File: src/rtl/rv32i_pkg.sv
// Shared RV32I constants used by the fetch front end.
package rv32i_pkg;
  localparam int          XLEN     = 32;
  localparam logic [31:0] NOP_INST = 32'h00000013;
  localparam int          PC_STEP  = 4;
endpackage

File: src/rtl/sync_fifo.sv
// Single-clock FIFO with combinational head read and a synchronous clear.
module sync_fifo #(
  parameter int WIDTH = 64,
  parameter int DEPTH = 4
) (
  input  logic                     clk,
  input  logic                     rst,
  input  logic                     push,
  input  logic                     pop,
  input  logic                     clear,
  input  logic [WIDTH-1:0]         wdata,
  output logic [WIDTH-1:0]         rdata,
  output logic [$clog2(DEPTH):0]   count,
  output logic                     empty,
  output logic                     full
);
  localparam int PTR_W = $clog2(DEPTH);
  localparam int CNT_W = PTR_W + 1;

  logic [WIDTH-1:0] mem_q [DEPTH];
  logic [PTR_W-1:0] wr_ptr_q, wr_ptr_d;
  logic [PTR_W-1:0] rd_ptr_q, rd_ptr_d;
  logic [CNT_W-1:0] count_q, count_d;
  logic             do_push, do_pop;

  assign empty   = (count_q == '0);
  assign full    = (count_q == CNT_W'(DEPTH));
  assign do_pop  = pop && !empty;
  // A pop in the same cycle frees the slot, so a push at full is still accepted.
  assign do_push = push && (!full || do_pop);
  assign rdata   = mem_q[rd_ptr_q];
  assign count   = count_q;

  always_comb begin
    wr_ptr_d = wr_ptr_q;
    rd_ptr_d = rd_ptr_q;
    count_d  = count_q;
    if (clear) begin
      wr_ptr_d = '0;
      rd_ptr_d = '0;
      count_d  = '0;
    end else begin
      if (do_push) wr_ptr_d = wr_ptr_q + 1'b1;
      if (do_pop)  rd_ptr_d = rd_ptr_q + 1'b1;
      count_d = count_q + CNT_W'(do_push) - CNT_W'(do_pop);
    end
  end

  always_ff @(posedge clk) begin
    if (rst) begin
      wr_ptr_q <= '0;
      rd_ptr_q <= '0;
      count_q  <= '0;
    end else begin
      wr_ptr_q <= wr_ptr_d;
      rd_ptr_q <= rd_ptr_d;
      count_q  <= count_d;
    end
  end

  always_ff @(posedge clk) begin
    if (!rst && !clear && do_push) mem_q[wr_ptr_q] <= wdata;
  end
endmodule

File: src/rtl/fetch_queue.sv
// Instruction-fetch front end: runs the PC ahead of decode and buffers
// returned words with their PCs; a redirect flushes everything in one cycle.
module fetch_queue
  import rv32i_pkg::*;
#(
  parameter int               XLEN     = rv32i_pkg::XLEN,
  parameter int               ADDR_W   = 16,
  parameter int               DEPTH    = 4,
  parameter logic [XLEN-1:0]  RESET_PC = '0
) (
  input  logic                     clk,
  input  logic                     rst,
  output logic                     im_en,
  output logic [ADDR_W-1:0]        im_addr,
  input  logic [31:0]              im_rdata,
  input  logic                     flush,
  input  logic [XLEN-1:0]          redirect_pc,
  output logic                     d_valid,
  output logic [31:0]              d_inst,
  output logic [XLEN-1:0]          d_pc,
  input  logic                     d_ready,
  output logic [$clog2(DEPTH):0]   count
);
  localparam int CNT_W = $clog2(DEPTH) + 1;

  logic [XLEN-1:0]    fetch_pc_q, fetch_pc_d;
  logic               inflight_q, inflight_d;
  logic [XLEN-1:0]    inflight_pc_q, inflight_pc_d;
  logic [CNT_W-1:0]   fifo_count;
  logic               fifo_empty, fifo_full;
  logic [31+XLEN:0]   fifo_rdata;
  logic [CNT_W:0]     occupancy;
  logic               issue, push, pop;

  // Count the outstanding read so a full FIFO always has room for it.
  assign occupancy = (CNT_W+1)'(fifo_count) + (CNT_W+1)'(inflight_q);
  assign issue     = !rst && !flush && !fifo_full && (occupancy < (CNT_W+1)'(DEPTH));
  assign push      = inflight_q && !flush;
  assign pop       = d_valid && d_ready && !flush;

  assign im_en   = issue;
  assign im_addr = fetch_pc_q[ADDR_W-1:0];
  assign d_valid = !fifo_empty;
  assign d_inst  = fifo_empty ? NOP_INST : fifo_rdata[31+XLEN:XLEN];
  assign d_pc    = fifo_empty ? '0 : fifo_rdata[XLEN-1:0];
  assign count   = fifo_count;

  always_comb begin
    fetch_pc_d    = fetch_pc_q;
    inflight_d    = 1'b0;
    inflight_pc_d = inflight_pc_q;
    if (flush) begin
      fetch_pc_d = redirect_pc & ~XLEN'(3);
    end else if (issue) begin
      inflight_pc_d = fetch_pc_q;
      fetch_pc_d    = fetch_pc_q + XLEN'(PC_STEP);
      inflight_d    = 1'b1;
    end
  end

  always_ff @(posedge clk) begin
    if (rst) begin
      fetch_pc_q    <= RESET_PC;
      inflight_q    <= 1'b0;
      inflight_pc_q <= '0;
    end else begin
      fetch_pc_q    <= fetch_pc_d;
      inflight_q    <= inflight_d;
      inflight_pc_q <= inflight_pc_d;
    end
  end

  sync_fifo #(
    .WIDTH (32 + XLEN),
    .DEPTH (DEPTH)
  ) u_fifo (
    .clk   (clk),
    .rst   (rst),
    .push  (push),
    .pop   (pop),
    .clear (flush),
    .wdata ({im_rdata, inflight_pc_q}),
    .rdata (fifo_rdata),
    .count (fifo_count),
    .empty (fifo_empty),
    .full  (fifo_full)
  );
endmodule

File: config.mk
export PLATFORM = sky130hd
export DESIGN_NAME = fetch_queue
export DESIGN_NICKNAME = d
export VERILOG_FILES = /design/src/rtl/rv32i_pkg.sv /design/src/rtl/sync_fifo.sv /design/src/rtl/fetch_queue.sv
export SDC_FILE = /design/constraint.sdc
export NUM_CORES = 1
export LEC_CHECK = 0
export CAP_MARGIN = 20
export CORE_MARGIN = 4
export CORE_UTILIZATION = 55
export CTS_CLUSTER_SIZE = 20
export DETAILED_ROUTE_END_ITERATION = 10
export GPL_TIMING_DRIVEN = 0
export PLACE_DENSITY_LB_ADDON = 0.05
export SYNTH_ARGS = -nofsm -noshare
export SYNTH_HDL_FRONTEND = slang
export SYNTH_SLANG_ARGS = --single-unit
File: constraint.sdc
create_clock -name clk -period 11 [get_ports clk]
set_input_delay 2.75 -clock clk [delete_from_list [all_inputs] [get_ports clk]]
set_output_delay 2.75 -clock clk [all_outputs]
set_load 0.01 [all_outputs]
==> out/metrics.cfg, run 1 <==
[detailed_routing]
route.vias.total = 7439
detail_route.vias_per_cell = 5.49
route.detailed.drc = 0
wl_per_cell_um = 19.8
firstDrtPassIters = 6
dr.first_iter.drc_count = 594
wirelength_um = 26800
antenna_left = 0

[critical_path]
crit_slowest_cell = sky130_fd_sc_hd__clkdlybuf4s50_1
critPathMaxFanout = 10
timing.critical_path.arrival_ps = 5200
crit_path_cell_trace = clkdlybuf4s50_1 -> clkbuf_1 -> nor3_1 -> a22oi_2 -> inv_2 -> clkbuf_1 -> clkdlybuf4s50_1
cp_data_required_time_ps = 8250
cp-start-kind = input pin
setup.worst_path.end_class = output port
critical_path_class = input pin to output port
crit_path_max_incr_delay_ps = 550

[cts]
post_cts_resized = 0
cts.path.max_buffers = 3
tritoncts = built
post_cts_buffers = 0
worstSkewPairLatency_ps = 540
postCtsHoldBufs = 0
clk_transition_reported_paths_ps = 60
cts-buffers-inserted = 31
cts.sinks = 318
cts_root_buffer = sky130_fd_sc_hd__clkbuf_16
h-tree-depth = 1

[die]
fp-row-count = 55
floorplan.initialDensity_pct = 56.3
die-area_um2 = 25900
floorplan.die.height_um = 161
top_ports = 153
fp.coreArea_um2 = 22800
die_w_um = 161

[synthesis]
count_of_flip_flops_with_a_built_in_enable_after_synthesis = 248
synth_sequential_area_ratio_pct = 68.8
ys_async_sr_fraction_pct = 0
post_synth_main_area_contributors = sky130_fd_sc_hd__edfxtp_1, sky130_fd_sc_hd__dfxtp_1, sky130_fd_sc_hd__mux4_2
ys_types = 61
synth_area_um2 = 12900
synth.largest_area_cell = sky130_fd_sc_hd__edfxtp_1
syn-instance-count = 833
synth.yosys.warnings = 0
synth.top_cell.area_share_pct = 57.9
synthFlopType = sky130_fd_sc_hd__edfxtp_1
post_synth.cell_area_avg_um2 = 15.4
ys_ff_latch = 318

[finish]
final_core_utilization_pct = 69.5
finish.net_count = 1094
drive_above_1_share_pct = 15.7
antenna_cells_inserted = 0
area_growth_syn_to_layout_pct = 23.5

[global_routing]
grt_pass1_wl_um = 42000
groute.usage.overall_pct = 20.6
globalRoute.totalOverflow = 0
antenna_found_initial = 0
first_global_vias = 7653
grt_max_degree = 59

[timing]
slew_violations = 0
max_freq_ghz = 0.126
worst-slew-pin-transition_ps = 918
setup_viol = 0
fin_skew_ps = 10.2
unrepaired_setup_endpoints_after_global_routing = false
period_minus_slack_ps = 7950
finalHoldViolations = 0
setup_tns_ps = 0
worst_slew_margin_rel_pct = 38.0
layout_worst_path_cycle_share_pct = 72.2

[job]
max-cap-violations = 0

[power]
p_total_w = 0.00250
power.leakage_nw = 5.22
power.density_nw_per_um2 = 158
peakVddDrop_v = 0.000132

[placement]
buffer_ports.inserted = 145
post-dp-hpwl_um = 17400
gp_routability_congestion = 0.843

[min_path]
holdCritPathClass = register to register

[status]
status = complete, no violations

worst paths after layout:
path / start / to / slack [ps] / depth (start not counted)
hold / removal: fetch_pc_q[31] / inflight_pc_q[31] / 490 / 2
setup / recovery: rst / im_en / 3050 / 7
setup reg to reg: u_fifo.count[1] / u_fifo.count[1] / 7980 / 9
hold reg to reg: fetch_pc_q[31] / inflight_pc_q[31] / 490 / 2
power breakdown:
group	switching (W)	internal, W	total (W)
Combinational	0.0000599	0.0000627	0.000123
Clock	0.000419	0.000641	0.00106
Sequential	0.0000163	0.00130	0.00132
Total	0.000495	0.00201	0.00250
layer usage:
metal,part of all wire [%],track usage [%],wire (µm),vias up
met3,6.9,3.49,1840,32
met2,49,35.1,13200,258
li1,-,-,-,3519
met4,2.2,5.35,603,0
met1,42,27.9,11200,3630
met5,0,0,0,-
synthesized netlist by cell type (2+ instances only):
library cell                 n
sky130_fd_sc_hd__edfxtp_1  248
sky130_fd_sc_hd__nand2_1    93
sky130_fd_sc_hd__dfxtp_1    70
sky130_fd_sc_hd__and2_1     66
sky130_fd_sc_hd__mux4_2     62
sky130_fd_sc_hd__a21oi_1    45
sky130_fd_sc_hd__clkbuf_1   33
sky130_fd_sc_hd__nor2_1     28
sky130_fd_sc_hd__buf_4      18
sky130_fd_sc_hd__inv_1      13
sky130_fd_sc_hd__nand3_1    12
sky130_fd_sc_hd__buf_2      10
sky130_fd_sc_hd__nand4_1     9
sky130_fd_sc_hd__nor3_1      9
sky130_fd_sc_hd__xnor2_1     9
sky130_fd_sc_hd__a211oi_1    7
sky130_fd_sc_hd__a311oi_1    7
sky130_fd_sc_hd__ha_1        7
sky130_fd_sc_hd__o21ai_0     6
sky130_fd_sc_hd__xor2_1      6
sky130_fd_sc_hd__and3_1      5
sky130_fd_sc_hd__nor4_2      5
sky130_fd_sc_hd__a31oi_1     4
sky130_fd_sc_hd__nor4b_1     4
sky130_fd_sc_hd__or2_2       4
sky130_fd_sc_hd__and4_1      3
sky130_fd_sc_hd__buf_1       3
sky130_fd_sc_hd__o211ai_1    3
sky130_fd_sc_hd__o22ai_1     3
sky130_fd_sc_hd__o31a_1      3
sky130_fd_sc_hd__or4_1       3
sky130_fd_sc_hd__mux2i_1     2
sky130_fd_sc_hd__nand3b_1    2
sky130_fd_sc_hd__nor2b_1     2
sky130_fd_sc_hd__o311ai_0    2
sky130_fd_sc_hd__or3_1       2
cell usage in the layout (no fill, tap or decap), drive strengths merged, types with 5 or more instances in the layout:
cell type      Yosys  routed
a211oi             8       8
a21oi             45      45
a311oi             7       7
and2              66      66
and3               5       5
buf               32      36
clkbuf            34      85
clkdlybuf4s50      0     145
dfxtp             70      70
edfxtp           248     248
ha                 7       7
inv               14      14
mux4              62      62
nand2             93      93
nand3             12      12
nand4             11      11
nor2              28      28
nor3              10      10
nor4               7       7
o21ai              6       6
xnor2              9       9
xor2               6       6
final cells by class:
class	instances	area [µm²]
Sequential cell	318	8850
Fill cell	1614	6970
Multi-Input combinational cell	438	3640
Timing Repair Buffer	149	1560
Clock buffer	51	963
Tap cell	313	392
Buffer	66	337
Clock inverter	6	80.1
Inverter	14	52.6
cells by family (layout without fill, tap and decap cells):
group / after synthesis / count (layout) / synth area share, %
flip-flops: 318 / 318 / 68.8
AND/OR/NAND/NOR: 258 / 258 / 10.9
AO/OA/AOI/OAI: 89 / 89 / 4.38
buffers and inverters: 80 / 286 / 3.03
multiplexers: 64 / 64 / 11.0
XOR/XNOR: 15 / 15 / 1.02
adder cells (fa/ha/maj): 8 / 8 / 0.837
other: 1 / 4 / 0.0292
sequential cells by signal, summed over array words and instances, names as in the netlist, named ones only:
register	cells
u_fifo.mem_q	248
fetch_pc_q	30
inflight_pc_q	30
u_fifo.count	3
u_fifo.rd_ptr_q	2
u_fifo.wr_ptr_q	2
inflight_q	1
per-stage QoR:
stage	hold WS [ps]	area [µm²]	instances	setup slack [ps]
floorplan	453	12900	836	4360
global placement	472	14700	1294	3040
detailed placement	478	14800	1298	3070
CTS	490	15900	1355	3060
global route	505	15900	1355	2920
finish	487	15900	1355	3050
worst max-delay path, delay by kind of cell:
| family | cells | cell delay [ps] |
|---|---|---|
| buffers and inverters | 5 | 1870 |
| AO/OA/AOI/OAI | 1 | 450 |
| AND/OR/NAND/NOR | 1 | 120 |
No activity file was read; power rests on OpenSTA's default activity.
==> run 2: changes to the inputs <==
- CORE_UTILIZATION: 55 -> 50
- clock period: 11 -> 6.7 ns (I/O delays scaled with it)
==> out/metrics.cfg, run 2 (synthesized netlist as in run 1, its figures left out) <==
[finish]
final_cell_count_no_fill = 1376
area_growth_syn_to_layout_pct = 23.6
drive_above_1_share_pct = 16.2
layout.cells.most_common_list = sky130_fd_sc_hd__edfxtp_1, sky130_fd_sc_hd__clkdlybuf4s50_1, sky130_fd_sc_hd__nand2_1
largest_register_ffs = 248
mostFrequentLayoutCell = sky130_fd_sc_hd__edfxtp_1
antenna_cells_inserted = 0
final_core_utilization_pct = 62.9
largest_register = u_fifo.mem_q
finish.net_count = 1097
design_area_um2 = 15900
reg.largest.list = u_fifo.mem_q: 248 flops, fetch_pc_q: 30 flops, inflight_pc_q: 30 flops

[detailed_routing]
detail_route.vias_per_cell = 5.47
route.detailed.drc = 0
wirelength_um = 27500
antenna_left = 0
firstDrtPassIters = 5
route.vias.total = 7527
wl_per_cell_um = 20.0
dr.first_iter.drc_count = 522

[critical_path]
worst-r2r-cell-count = 9
crit_path_max_incr_delay_ps = 540
critical_path_class = input pin to output port
crit_path_cell_trace = clkdlybuf4s50_1 -> clkbuf_1 -> nor3_1 -> a22oi_2 -> inv_2 -> clkbuf_1 -> clkdlybuf4s50_1
reg2reg_setup_slack_ps = 3900
cp_num_buf_inv = 5
path_delay_family = buffers and inverters
worstSetupStartpoint = rst
worstReg2RegStart = u_fifo.count[1]
crit_slowest_cell = sky130_fd_sc_hd__clkdlybuf4s50_1
cp-start-kind = input pin
cp_data_required_time_ps = 5030
setup.worst_path.end_class = output port
critPathMaxFanout = 10
r2r-end = u_fifo.count[1]
timing.critical_path.arrival_ps = 4160

[timing]
unrepaired_setup_endpoints_after_global_routing = false
setup_tns_ps = 0
slew_violations = 0
worst_slew_margin_rel_pct = 32.0
finalHoldViolations = 0
fin_skew_ps = 20.2
max_freq_ghz = 0.171
worst-slew-pin-transition_ps = 1010
period_minus_slack_ps = 5840
layout_worst_path_cycle_share_pct = 87.1
setup_viol = 0

[status]
status = complete, no violations

[power]
power.leakage_nw = 5.22
peakVddDrop_v = 0.000208
power.density_nw_per_um2 = 259
p_total_w = 0.00412

[cts]
cts.sinks = 318
clk_transition_reported_paths_ps = 60
postCtsHoldBufs = 0
cts-buffers-inserted = 34
h-tree-depth = 2
tritoncts = built
cts_root_buffer = sky130_fd_sc_hd__clkbuf_16
cts.path.max_buffers = 3
post_cts_buffers = 0
post_cts_resized = 0
worstSkewPairLatency_ps = 500

[die]
floorplan.die.height_um = 168
fp-row-count = 58
floorplan.initialDensity_pct = 50.9
top_ports = 153
fp.coreArea_um2 = 25300
die-area_um2 = 28300
die_w_um = 168

[global_routing]
groute.usage.overall_pct = 19.5
globalRoute.totalOverflow = 0
grt_max_degree = 49
antenna_found_initial = 0
grt_pass1_wl_um = 43200
first_global_vias = 7603

[placement]
placedCellCount = 1315
buffer_ports.inserted = 145
gp_routability_congestion = 0.880
dpl_cell_area_um2 = 14800
post-dp-hpwl_um = 18100

[min_path]
whs_endpoint = inflight_pc_q[25]
holdCritPathClass = register to register
hold_path.startpoint = fetch_pc_q[25]
whs_path_depth = 2

[job]
max-cap-violations = 0

[run 2: metal layers]
metal | track usage, % | wire length (µm) | share of wire, %
met1 | 26.9 | 11900 | 43
met2 | 32.4 | 13500 | 49
met3 | 3.73 | 1580 | 5.7
met4 | 4.80 | 549 | 2.0
met5 | 0 | 0 | 0
[run 2: per-stage QoR]
step / hold WS, ps / setup slack [ps]
after global placement: 477 / 413
after CTS: 489 / 837
after floorplan: 453 / 2210
after global routing: 526 / 655
final: 489 / 862
after detailed placement: 481 / 845
[run 2: worst max path at each step]
| stage | to | slack (ps) | cells after the start |
|---|---|---|---|
| after floorplan | im_en | 2210 | 5 |
| after CTS | im_en | 840 | 7 |
| after detailed placement | im_en | 850 | 7 |
| after global routing | im_en | 660 | 7 |
| after global placement | u_fifo.mem_q[0][30] | 410 | 6 |
| final | im_en | 860 | 7 |
[run 2: cell type report]
class | count | area, µm²
Buffer | 66 | 337
Timing Repair Buffer | 149 | 1550
Sequential cell | 318 | 8850
Multi-Input combinational cell | 438 | 3640
Clock inverter | 14 | 77.6
Inverter | 14 | 52.6
Fill cell | 1914 | 9360
Tap cell | 330 | 413
Clock buffer | 47 | 972
[run 2: worst min-delay path, stage by stage (launching register included)]
cell and delay (ps):
sky130_fd_sc_hd__dfxtp_1 330, sky130_fd_sc_hd__nand2_1 60, sky130_fd_sc_hd__a21oi_1 50
[run 2: report_power, final]
group	switching, W	internal (W)	leakage, nW
Sequential	0.0000266	0.00214	2.91
Clock	0.000727	0.00102	0.518
Combinational	0.0000985	0.000103	1.79
